[src/rtl/fp_addsub_pipe.sv]
// Three-stage floating-point adder/subtractor for IEEE-style words with
// configurable exponent/fraction widths: align, add+normalise, round+pack.
module fp_addsub_pipe #(
  parameter int EXP_W = 5,
  parameter int MAN_W = 10
) (
  input  logic                 clk,
  input  logic                 rst,
  input  logic                 in_valid,
  output logic                 in_ready,
  input  logic [EXP_W+MAN_W:0] in_a,
  input  logic [EXP_W+MAN_W:0] in_b,
  input  logic                 op_sub,
  output logic                 out_valid,
  input  logic                 out_ready,
  output logic [EXP_W+MAN_W:0] out_sum,
  output logic [1:0]           out_exc
);

  localparam int W  = 1 + EXP_W + MAN_W;
  localparam int M  = MAN_W + 5;
  localparam int XW = EXP_W + 2;
  localparam logic signed [XW-1:0] EXP_MAX = {2'b00, {EXP_W{1'b1}}};
  localparam logic [1:0] EXC_NONE = 2'b00;
  localparam logic [1:0] EXC_OVF  = 2'b01;
  localparam logic [1:0] EXC_UNF  = 2'b10;
  localparam logic [1:0] EXC_NAN  = 2'b11;
  localparam logic [W-1:0] QNAN = {1'b0, {EXP_W{1'b1}}, 1'b1, {(MAN_W-1){1'b0}}};

  // Zeros above the hidden-bit position; carry bits are handled separately.
  function automatic int lead_zeros(input logic [M-1:0] v);
    int n;
    bit hit;
    n   = 0;
    hit = 1'b0;
    for (int i = M - 3; i >= 0; i--) begin
      if (v[i]) hit = 1'b1;
      else if (!hit) n = n + 1;
    end
    return n;
  endfunction

  function automatic logic [MAN_W+1:0] round_away(input logic [M-1:0] m);
    return {1'b0, m[M-3:2]} + {{(MAN_W+1){1'b0}}, m[1]};
  endfunction

  function automatic logic [W+1:0] saturate(input logic sign,
                                            input logic signed [XW-1:0] exp_n,
                                            input logic signed [XW-1:0] exp_r,
                                            input logic [MAN_W-1:0] frac);
    if (exp_n[XW-1] || exp_n == '0) return {EXC_UNF, {W{1'b0}}};
    if (exp_r >= EXP_MAX) return {EXC_OVF, sign, {EXP_W{1'b1}}, {MAN_W{1'b0}}};
    return {EXC_NONE, sign, exp_r[EXP_W-1:0], frac};
  endfunction

  logic advance;
  logic vld_p0, vld_p1, vld_p2;

  assign advance  = !vld_p2 || out_ready;
  assign in_ready = advance;

  always_ff @(posedge clk or posedge rst) begin
    if (rst) begin
      vld_p0 <= 1'b0;
      vld_p1 <= 1'b0;
      vld_p2 <= 1'b0;
    end else if (advance) begin
      vld_p0 <= in_valid;
      vld_p1 <= vld_p0;
      vld_p2 <= vld_p1;
    end
  end

  // ---- S1: unpack, special cases, magnitude compare, align ----
  logic             sgn_a, sgn_b, a_big, sgn_big;
  logic [EXP_W-1:0] exp_a, exp_b, exp_big, exp_sml, exp_dif;
  logic [MAN_W-1:0] frc_a, frc_b, frc_big, frc_sml;
  logic             nan_a, nan_b, inf_a, inf_b, zro_a, zro_b;
  logic             spec_s1;
  logic [W-1:0]     res_s1;
  logic [1:0]       exc_s1;
  logic [M-1:0]     man_big_s1, man_sml_s1;

  assign sgn_a = in_a[W-1];
  assign sgn_b = in_b[W-1] ^ op_sub;
  assign exp_a = in_a[W-2:MAN_W];
  assign exp_b = in_b[W-2:MAN_W];
  assign frc_a = in_a[MAN_W-1:0];
  assign frc_b = in_b[MAN_W-1:0];
  assign nan_a = (&exp_a) && (frc_a != '0);
  assign nan_b = (&exp_b) && (frc_b != '0);
  assign inf_a = (&exp_a) && (frc_a == '0);
  assign inf_b = (&exp_b) && (frc_b == '0);
  assign zro_a = (exp_a == '0);
  assign zro_b = (exp_b == '0);

  assign a_big   = {exp_a, frc_a} >= {exp_b, frc_b};
  assign sgn_big = a_big ? sgn_a : sgn_b;
  assign exp_big = a_big ? exp_a : exp_b;
  assign exp_sml = a_big ? exp_b : exp_a;
  assign frc_big = a_big ? frc_a : frc_b;
  assign frc_sml = a_big ? frc_b : frc_a;
  assign exp_dif = exp_big - exp_sml;

  assign man_big_s1 = {3'b001, frc_big, 2'b00};
  assign man_sml_s1 = {3'b001, frc_sml, 2'b00} >> exp_dif;

  always_comb begin
    spec_s1 = 1'b1;
    res_s1  = '0;
    exc_s1  = EXC_NONE;
    if (nan_a) begin
      res_s1 = in_a;
      exc_s1 = EXC_NAN;
    end else if (nan_b) begin
      res_s1 = in_b;
      exc_s1 = EXC_NAN;
    end else if (inf_a && inf_b && (sgn_a != sgn_b)) begin
      res_s1 = QNAN;
      exc_s1 = EXC_NAN;
    end else if (inf_a) begin
      res_s1 = {sgn_a, exp_a, frc_a};
      exc_s1 = EXC_OVF;
    end else if (inf_b) begin
      res_s1 = {sgn_b, exp_b, frc_b};
      exc_s1 = EXC_OVF;
    end else if (zro_a && zro_b) begin
      res_s1 = '0;
    end else if (zro_a) begin
      res_s1 = {sgn_b, exp_b, frc_b};
    end else if (zro_b) begin
      res_s1 = in_a;
    end else if (int'(exp_dif) > MAN_W + 2) begin
      res_s1 = {sgn_big, exp_big, frc_big};
    end else begin
      spec_s1 = 1'b0;
    end
  end

  logic             spec_p0, sgn_p0, sub_p0;
  logic [W-1:0]     res_p0;
  logic [1:0]       exc_p0;
  logic [EXP_W-1:0] exp_p0;
  logic [M-1:0]     big_p0, sml_p0;

  always_ff @(posedge clk) begin
    if (advance) begin
      spec_p0 <= spec_s1;
      res_p0  <= res_s1;
      exc_p0  <= exc_s1;
      sgn_p0  <= sgn_big;
      sub_p0  <= sgn_a ^ sgn_b;
      exp_p0  <= exp_big;
      big_p0  <= man_big_s1;
      sml_p0  <= man_sml_s1;
    end
  end

  // ---- S2: add/subtract magnitudes, normalise ----
  logic [M-1:0]          sum_s2, man_s2;
  logic signed [XW-1:0]  exp_ext_s2, exp_s2;
  int                    lz_s2;
  logic                  spec_s2;
  logic [W-1:0]          res_s2;
  logic [1:0]            exc_s2;

  assign exp_ext_s2 = $signed({2'b00, exp_p0});

  always_comb begin
    sum_s2 = sub_p0 ? (big_p0 - sml_p0) : (big_p0 + sml_p0);
    lz_s2  = lead_zeros(sum_s2);
    man_s2 = sum_s2 << lz_s2;
    exp_s2 = exp_ext_s2 - XW'(lz_s2);
    if (sum_s2[M-2]) begin
      man_s2 = sum_s2 >> 1;
      exp_s2 = exp_ext_s2 + XW'(1);
    end
    spec_s2 = spec_p0;
    res_s2  = res_p0;
    exc_s2  = exc_p0;
    if (!spec_p0 && sum_s2 == '0) begin
      spec_s2 = 1'b1;
      res_s2  = '0;
      exc_s2  = EXC_NONE;
    end
  end

  logic                  spec_p1, sgn_p1;
  logic [W-1:0]          res_p1;
  logic [1:0]            exc_p1;
  logic signed [XW-1:0]  exp_p1;
  logic [M-1:0]          man_p1;

  always_ff @(posedge clk) begin
    if (advance) begin
      spec_p1 <= spec_s2;
      res_p1  <= res_s2;
      exc_p1  <= exc_s2;
      sgn_p1  <= sgn_p0;
      exp_p1  <= exp_s2;
      man_p1  <= man_s2;
    end
  end

  // ---- S3: round, renormalise on carry, saturate and pack ----
  logic [MAN_W+1:0]      rnd_s3;
  logic signed [XW-1:0]  exp_r_s3;
  logic [MAN_W-1:0]      frc_s3;
  logic [W+1:0]          pk_s3;

  always_comb begin
    rnd_s3   = round_away(man_p1);
    exp_r_s3 = exp_p1;
    frc_s3   = rnd_s3[MAN_W-1:0];
    if (rnd_s3[MAN_W+1]) begin
      exp_r_s3 = exp_p1 + XW'(1);
      frc_s3   = rnd_s3[MAN_W:1];
    end
    pk_s3 = saturate(sgn_p1, exp_p1, exp_r_s3, frc_s3);
    if (spec_p1) pk_s3 = {exc_p1, res_p1};
  end

  logic [W-1:0] res_p2;
  logic [1:0]   exc_p2;

  always_ff @(posedge clk) begin
    if (advance) begin
      res_p2 <= pk_s3[W-1:0];
      exc_p2 <= pk_s3[W+1:W];
    end
  end

  assign out_valid = vld_p2;
  assign out_sum   = vld_p2 ? res_p2 : '0;
  assign out_exc   = vld_p2 ? exc_p2 : EXC_NONE;

endmodule

[config.mk]
export PLATFORM = sky130hd
export DESIGN_NAME = fp_addsub_pipe
export DESIGN_NICKNAME = d
export VERILOG_FILES = /design/src/rtl/fp_addsub_pipe.sv
export SDC_FILE = /design/constraint.sdc
export NUM_CORES = 1
export LEC_CHECK = 0
export BUFFER_PORTS_ARGS = -buffer_cell sky130_fd_sc_hd__buf_4
export CAP_MARGIN = 20
export CORE_MARGIN = 3
export CORE_UTILIZATION = 61
export DETAILED_ROUTE_END_ITERATION = 6
export PLACE_DENSITY_LB_ADDON = 0.25
export SLEW_MARGIN = 10
export SYNTH_ARGS = -nofsm -noshare
export SYNTH_HDL_FRONTEND = slang
export SYNTH_SLANG_ARGS = --single-unit
[constraint.sdc]
create_clock -name clk -period 12.5 [get_ports clk]
set_clock_uncertainty 0.1 [all_clocks]
set_input_delay 1.25 -clock clk [delete_from_list [all_inputs] [get_ports clk]]
set_output_delay 1.25 -clock clk [all_outputs]
set_load 0.01 [all_outputs]
==> run_results.csv, run 1 <==
group,metric,value,unit
status,outcome,"complete, no violations",
clock_network,hold_buffers,0,
yosys,async_flop_share,0.02752,
clock_network,numCtsBuffers,9,
timing,rsz0062_at_grt,"no",
power,p_seq_frac,0.283,
route,drt-pass1-iter-count,5,
timing,maxSlewViolCount,0,
hold_path,min_path_type,"flop to flop",
finish,antenna_cells,0,
power,p_sw,1052,µW
global_route,track_usage,0.2693,
clock_network,post-cts-setup-buffer-count,0,
placed_design,dp_hpwl,18.36,mm
floorplanning,die-area,0.01715,mm²
finish,nNetsFinal,1190,
clock_network,cts_buffer_depth,2,
placed_design,io_buffers,56,
finish,layout-drive-gt1-share,0.1156,
timing,finalSetupViolCount,0,
clock_network,cts_tree,"yes",
finish,seq_area,0.003258,mm²
timing,period_minus_slack,11230,ps
critical_path,cp.required,12490,ps
clock_network,root_buffer,"clkbuf_16",
yosys,synth_edf_count,106,
job,cap_violations,0,
yosys,yosysTopAreaCellShare,0.3342,
timing,finalHoldViolCount,0,
global_route,overflow,0,
power,combPwrFrac,0.598,
yosys,synth.avg_cell_area,8.978,µm²
placed_design,placed_cells,1293,
critical_path,cpMostUsedCell,"ha_1",
timing,period_share,0.8982,
finish,final_cells,1310,
finish,area_growth,9.392,%
yosys,yosysUniqueCellTypes,92,
critical_path,critPathMaxFanout,17,
yosys,ys_warn_count,0,
power,power_density,222.5,mW/mm²
critical_path,path_class,"flop to flop",
global_route,grt_pass1_vias,7390,
route,drtAntennaViolNets,0,
yosys,ys.flop_type,"edfxtp_1",
yosys,netlist_area,0.009525,mm²
finish,multi_input_area,0.005866,mm²
yosys,synth_area_leader_cell,"edfxtp_1",
timing,fmax,89.07,MHz
global_route,antenna_found_initial,0,
yosys,ys_seq_area_frac,0.3420,
yosys,synth_area_leaders,"edfxtp_1, ha_1, o21ai_0, nand2_1, a21oi_1",
route,wl,23.54,mm
yosys,synth-seq-cells,109,
floorplanning,initial_core_util,0.6243,
clock_network,clock-sinks,109,
floorplanning,ios,57,
power,intPower,1266,µW
route,drc,0,
clock_network,htree_levels,3,
critical_path,start_kind,"flop",
floorplanning,row_count,45,
clock_network,cts_resized,0,
floorplanning,core-area,0.01526,mm²
floorplanning,die_w,131.0,µm
yosys,synth_cells,1061,
power,leakagePower,0.004234,µW
critical_path,cpPeakStageDelay,560,ps
finish,final_cell_mix,"nand2_1, edfxtp_1, o21ai_0, a21oi_1, buf_4",
route,via_per_inst,6.315,
clock_network,clk_pin_slew_worst_paths,80,ps
global_route,grt_pass1_wl,36.71,mm
route,vias,8273,
timing,fin_hold_ws,339.7,ps
critical_path,timing.critical_path.to_type,"flop",
timing,tightest_slew,1004,ps
floorplanning,die_h,131.0,µm
critical_path,critPathSlowestCell,"ha_1",
global_route,grt_max_degree,92,
yosys,synth_nets,1157,
clock_network,clkLatencyLatePin,350,ps
power,peakVddDrop,0.00009090,V
placed_design,gp_congestion,0.9467,
finish,layout_commonest_cell,"nand2_1",
finish,fill_cells,1218,
power,clkPwrFrac,0.119,
route,wl_per_cell,17.97,µm
critical_path,cp.arrival,11220,ps
power,swShare,0.4538,
route,drt-initial-drc-count,809,
timing,fin_setup_tns,0,ps
timing,slew_headroom,0.3304,
## power groups by stage
| stage | Combinational, µW | Sequential [µW] | Clock [µW] |
|---|---|---|---|
| after floorplan | 1040 | 634 | 0 |
| after global placement | 1330 | 658 | 0 |
| after detailed placement | 1340 | 664 | 0 |
| after CTS | 1350 | 656 | 281 |
| after global routing | 1510 | 669 | 293 |
| final | 1390 | 655 | 277 |
## Yosys cell counts, types with 15 or more instances
cell / instances
nand2b_1: 15
and2_1: 46
xor2_1: 25
a21oi_1: 70
nand3_1: 36
a21o_1: 20
mux2i_1: 31
ha_1: 57
inv_1: 57
nor2_1: 58
xnor2_1: 24
edfxtp_1: 106
clkbuf_1: 33
nor3_1: 23
nand2_1: 109
o21ai_0: 83
## kinds of logic after synthesis
group,after synthesis,synth area share
AO/OA/AOI/OAI,317,0.2250
XOR/XNOR,54,0.05491
adder cells (fa/ha/maj),59,0.07908
buffers and inverters,103,0.04295
flip-flops,109,0.3420
multiplexers,42,0.04702
AND/OR/NAND/NOR,377,0.2090
## registers in the layout, indices dropped and copies added (netlist names), 2 cells and up
| register | flops |
|---|---|
| exc_p1 | 2 |
| sml_p0 | 13 |
| man_p1 | 12 |
| res_p2 | 16 |
| exc_p0 | 2 |
| exp_p1 | 7 |
| exc_p2 | 2 |
| big_p0 | 10 |
| res_p0 | 16 |
| exp_p0 | 5 |
| res_p1 | 16 |
## per-stage QoR
stage          total power (µW)  utilization  cell area [µm²]  setup slack (ps)
3_5_place_dp               2008       0.6615            10090              1513
5_1_grt                    2475       0.6829            10420             608.0
2_1_floorplan              1672            -             9525              2484
6_report                   2318       0.6829            10420              1272
4_1_cts                    2291       0.6811            10390              1458
3_3_place_gp               1988       0.6615            10090              1812
## path summary, 6_finish.rpt
check	startpoint	to	slack [ps]	cells after the start
setup / recovery	big_p0[6]	exp_p1[5]	1270	47
hold / removal	sgn_p0	sgn_p1	340	0
setup reg to reg	big_p0[6]	exp_p1[5]	1270	47
hold reg to reg	sgn_p0	sgn_p1	340	0
max in group asynchronous	rst	vld_p0	11530	2
min in group asynchronous	rst	out_valid	650	2
## area by class of cell
class / instances / area share
Tap cell: 211 / 0.02534
Multi-Input combinational cell: 849 / 0.5629
Inverter: 60 / 0.02161
Timing Repair Buffer: 65 / 0.04875
Clock buffer: 9 / 0.02161
Clock inverter: 7 / 0.007085
Sequential cell: 109 / 0.3127
## critical path, delay by kind of cell (launching register included)
family | cells | cell delay [ps]
buf+inv | 1 | 140
mux | 4 | 1000
fa+ha+maj | 12 | 4110
flops | 1 | 410
compound gates | 17 | 3720
simple gates | 12 | 1320
xor+xnor | 1 | 170
## layer usage
layer,GRT usage,share of wire,routed length [µm],vias to the layer above
li1,-,-,-,4019
met1,0.3631,0.43,10200,3831
met4,0.1059,0.032,754,0
met3,0.03089,0.060,1405,67
met5,0,0,0,-
met2,0.4447,0.47,11170,356
(Power assumes the default switching activity.)
==> run 2, diff against run 1 <==
- CORE_MARGIN: 3 -> not set
- MAX_ROUTING_LAYER: not set -> met4
==> run 2 against run 1 <==
Net effect: combinational power is essentially flat; sequential share of layout area grew 0.16 points; non-clock buffer count shrank 1; critical path depth shrank 2; die area shrank 6.0%; cell count shrank 1.8%; first-iteration DRC count grew 21%; routed wire length grew 1.4%; register-to-register slack lost 30 ps; critical path type unchanged; design area shrank 0.52%; core utilization shrank 0.10 points; count of clock-buffer cells in the layout grew 3.
==> run_results.csv, run 2 (synthesis results as in run 1) <==
group,metric,value,unit
critical_path,cp.required,12490,ps
placed_design,placedInstanceArea,0.01006,mm²
route,drc,0,
finish,nNetsFinal,1189,
floorplanning,die-area,0.01612,mm²
clock_network,clock-sinks,109,
floorplanning,ios,57,
placed_design,dp_hpwl,18.63,mm
finish,area_growth,8.827,%
global_route,grt_pass1_vias,7516,
finish,antenna_cells,0,
placed_design,gp_congestion,0.9338,
critical_path,start_kind,"flop",
route,via_per_inst,6.429,
global_route,overflow,0,
floorplanning,row_count,45,
finish,seq_area,0.003258,mm²
finish,multi_input_area,0.005866,mm²
route,wl_per_cell,18.56,µm
critical_path,critPathSlowestCell,"a2111oi_0",
route,vias,8268,
critical_path,timing.critical_path.to_type,"flop",
finish,final_area,0.01037,mm²
clock_network,numCtsBuffers,9,
hold_path,min_path_type,"flop to flop",
timing,maxSlewViolCount,0,
global_route,track_usage,0.3139,
floorplanning,initial_core_util,0.6266,
timing,fmax,88.81,MHz
power,leakagePower,0.004217,µW
route,wl,23.87,mm
floorplanning,core-area,0.01520,mm²
timing,slew_headroom,0.3231,
timing,finalSetupViolCount,0,
clock_network,clk_pin_slew_worst_paths,70,ps
finish,fill_cells,1246,
critical_path,cp.arrival,11250,ps
timing,period_minus_slack,11260,ps
critical_path,cpPeakStageDelay,780,ps
clock_network,cts_tree,"yes",
finish,reg_top3,"res_p0 (16), res_p1 (16), res_p2 (16)",
floorplanning,die_w,127.0,µm
floorplanning,die_h,127.0,µm
route,drt-pass1-iter-count,5,
route,drt-initial-drc-count,980,
global_route,grt_max_degree,74,
global_route,antenna_found_initial,0,
clock_network,hold_buffers,0,
clock_network,htree_levels,3,
critical_path,path_class,"flop to flop",
critical_path,critPathMaxFanout,13,
timing,tightest_slew,1015,ps
finish,final_cell_mix,"nand2_1, edfxtp_1, o21ai_0, a21oi_1, buf_4",
clock_network,post-cts-setup-buffer-count,0,
timing,period_share,0.9008,
timing,finalHoldViolCount,0,
global_route,grt_pass1_wl,38.67,mm
route,drtAntennaViolNets,0,
status,outcome,"complete, no violations",
timing,rsz0062_at_grt,"no",
clock_network,cts_resized,0,
placed_design,io_buffers,56,
timing,fin_setup_tns,0,ps
clock_network,root_buffer,"clkbuf_16",
critical_path,cpMostUsedCell,"ha_1",
clock_network,clkLatencyLatePin,350,ps
power,peakVddDrop,0.00009923,V
finish,layout_commonest_cell,"nand2_1",
finish,layout-drive-gt1-share,0.1129,
job,cap_violations,0,
power,power_density,225.6,mW/mm²
clock_network,cts_buffer_depth,2,
## run 2: cell count changes in the layout (fill, tap and decap cells not counted), sizes merged
cell / before / now
buf: 65 / 64
inv: 63 / 61
bufinv: 0 / 1
clkinv: 4 / 1
clkinvlp: 0 / 1
clkbuf: 9 / 12
## run 2: layout make-up
cell class,instances,share of cell area
sequential,109,0.3143
clock inverter,4,0.005311
clock buffer,12,0.02378
inverter,60,0.02173
multi-input combinational,849,0.5658
tap,188,0.02269
timing repair buffer,64,0.04635
## run 2: worst max-delay path: cells and delay by family, from the launching register on
kind	cells	cell delay (ps)
adders and majority gates	10	3500
AOI/OAI and AO/OA	13	3020
and+or+nand+nor	14	2150
xor gates and xnor gates	5	1250
muxes	2	440
DFF	1	400
buffers and inverters	1	100
## run 2: worst paths after layout
check,from,depth (start not counted),to,slack [ps]
hold reg to reg,sgn_p0,0,sgn_p1,350
setup reg to reg,big_p0[6],45,exp_p1[5],1240
setup / recovery,big_p0[6],45,exp_p1[5],1240
min in group asynchronous,rst,2,vld_p0,660
max in group asynchronous,rst,2,vld_p1,11510
hold / removal,sgn_p0,0,sgn_p1,350
## run 2: power by group
| part | total, µW | switching (µW) | internal (µW) |
|---|---|---|---|
| clock network | 285 | 122 | 162 |
| logic | 1390 | 849 | 546 |
| registers | 659 | 80.8 | 579 |
## run 2: stage by stage
stage	hold slack, ps	std cells	setup WS, ps	util	total power (µW)
2_1_floorplan	300.3	1061	2484	-	1672
3_3_place_gp	306.5	1270	1837	0.6621	2005
3_5_place_dp	338.9	1270	1465	0.6621	2027
4_1_cts	353.6	1286	1397	0.6819	2316
5_1_grt	365.5	1286	448.0	0.6819	2515
6_report	349.5	1286	1240	0.6819	2339
## run 2: metal layers
metal	vias up	track usage	part of all wire
met5	-	-	0
li1	4025	-	-
met1	3914	0.4130	0.45
met2	300	0.5120	0.48
met4	0	0.08754	0.017
met3	29	0.03880	0.055
==> run 3, diff against run 2 <==
- CORE_MARGIN: not set -> 2
==> run 3 against run 2 <==
Net effect: first-iteration DRC count decreased by 14%; non-clock buffer count increased by 2; clock power increased by 4%; total power increased by 0.38%; cell count increased by 1.9%; largest cell class unchanged.
==> run_results.csv, run 3 (synthesis results as in run 1) <==
group,metric,value,unit
finish,layout-drive-gt1-share,0.1164,
power,power_density,224.9,mW/mm²
route,wl_per_cell,18.25,µm
timing,period_share,0.9030,
critical_path,critPathSlowestCell,"a2111oi_0",
finish,final_cell_mix,"nand2_1, edfxtp_1, o21ai_0, a21oi_1, buf_4",
critical_path,critPathMaxFanout,17,
critical_path,cp.required,12480,ps
route,via_per_inst,6.275,
clock_network,post-cts-setup-buffer-count,0,
finish,layout_commonest_cell,"nand2_1",
power,clkPwrFrac,0.126,
finish,antenna_cells,0,
global_route,grt_max_degree,70,
global_route,grt_pass1_wl,38.83,mm
global_route,antenna_found_initial,0,
finish,multi_input_area,0.005866,mm²
clock_network,numCtsBuffers,9,
clock_network,cts_tree,"yes",
clock_network,clkLatencyLatePin,360,ps
clock_network,clk_pin_slew_worst_paths,80,ps
finish,seq_area,0.003258,mm²
route,drt-pass1-iter-count,6,
hold_path,min_path_type,"flop to flop",
floorplanning,die-area,0.01663,mm²
power,combPwrFrac,0.596,
route,wl,23.93,mm
timing,slew_headroom,0.3027,
route,drc,0,
timing,worst_slack,1213,ps
finish,fill_cells,1239,
finish,final_cells,1311,
clock_network,cts_buffer_depth,2,
clock_network,root_buffer,"clkbuf_16",
timing,tightest_slew,1046,ps
critical_path,path_class,"flop to flop",
placed_design,gp_congestion,1.013,
clock_network,clock-sinks,109,
timing,period_minus_slack,11290,ps
global_route,grt_pass1_vias,7624,
critical_path,cp.arrival,11270,ps
power,leakagePower,0.004241,µW
global_route,track_usage,0.3049,
power,intPower,1273,µW
global_route,overflow,0,
critical_path,start_kind,"flop",
placed_design,placed_cells,1295,
critical_path,cpPeakStageDelay,720,ps
status,outcome,"complete, no violations",
floorplanning,ios,57,
placed_design,dp_hpwl,18.57,mm
floorplanning,core-area,0.01526,mm²
power,swShare,0.4577,
floorplanning,die_h,129.0,µm
power,peakVddDrop,0.0001073,V
route,drt-initial-drc-count,846,
critical_path,timing.critical_path.to_type,"flop",
power,p_seq_frac,0.278,
clock_network,cts_resized,0,
clock_network,htree_levels,3,
timing,fin_setup_tns,0,ps
timing,fmax,88.60,MHz
finish,reg_top3,"res_p0 (16), res_p1 (16), res_p2 (16)",
placed_design,io_buffers,56,
route,vias,8226,
critical_path,cpMostUsedCell,"ha_1",
finish,nNetsFinal,1191,
job,cap_violations,0,
power,p_sw,1075,µW
route,drtAntennaViolNets,0,
floorplanning,row_count,45,
placed_design,place_ws,1434,ps
floorplanning,initial_core_util,0.6243,
timing,rsz0062_at_grt,"no",
timing,maxSlewViolCount,0,
clock_network,hold_buffers,0,
timing,finalSetupViolCount,0,
floorplanning,die_w,129.0,µm
timing,finalHoldViolCount,0,
finish,area_growth,9.576,%
-- run 3: cell type report --
type / instances / share of cell area
Clock buffer: 9 / 0.02158
Clock inverter: 7 / 0.009950
Inverter: 60 / 0.02158
Multi-Input combinational cell: 849 / 0.5620
Sequential cell: 109 / 0.3122
Tap cell: 211 / 0.02529
Timing Repair Buffer: 66 / 0.04747
-- run 3: path summary, 6_finish.rpt --
kind | startpoint | end | depth (start not counted) | slack [ps]
max | big_p0[6] | exp_p1[5] | 47 | 1210
min | sgn_p0 | sgn_p1 | 0 | 330
max reg2reg | big_p0[6] | exp_p1[5] | 47 | 1210
min reg2reg | sgn_p0 | sgn_p1 | 0 | 330
max in group asynchronous | rst | vld_p0 | 2 | 11530
min in group asynchronous | rst | out_valid | 2 | 650
-- run 3: power by group through the flow --
stage | combinational (µW) | sequential, µW | clock (µW)
2_1_floorplan | 1040 | 634 | 0
3_3_place_gp | 1350 | 653 | 0
3_5_place_dp | 1360 | 659 | 0
4_1_cts | 1370 | 652 | 302
5_1_grt | 1550 | 666 | 316
6_report | 1400 | 652 | 296
-- run 3: routing by layer --
layer  share of wire  wire length (µm)  global-route usage  vias to the layer above
met1            0.45             10860              0.4159                     3852
met2            0.48             11390              0.4862                      310
met4           0.016               374             0.07609                        0
met3           0.054              1303             0.03950                       27
li1                -                 -                   -                     4037
met5               0                 0                   -                        -
-- run 3: metrics by stage --
stage / util / hold slack [ps] / cell area (µm²) / power, µW
after floorplan: - / 300.3 / 9525 / 1672
after global placement: 0.6625 / 312.0 / 10110 / 2002
after detailed placement: 0.6625 / 306.6 / 10110 / 2023
after CTS: 0.6841 / 327.6 / 10440 / 2329
after global routing: 0.6841 / 363.5 / 10440 / 2529
final: 0.6841 / 325.7 / 10440 / 2348
-- run 3: critical path: cells and delay by family, from the launching register on --
| kind | cells | cell delay, ps |
|---|---|---|
| XOR/XNOR | 1 | 150 |
| buffers and inverters | 1 | 120 |
| adder cells (fa/ha/maj) | 12 | 4160 |
| AO/OA/AOI/OAI | 17 | 3720 |
| AND/OR/NAND/NOR | 12 | 1370 |
| flip-flops | 1 | 400 |
| multiplexers | 4 | 1000 |
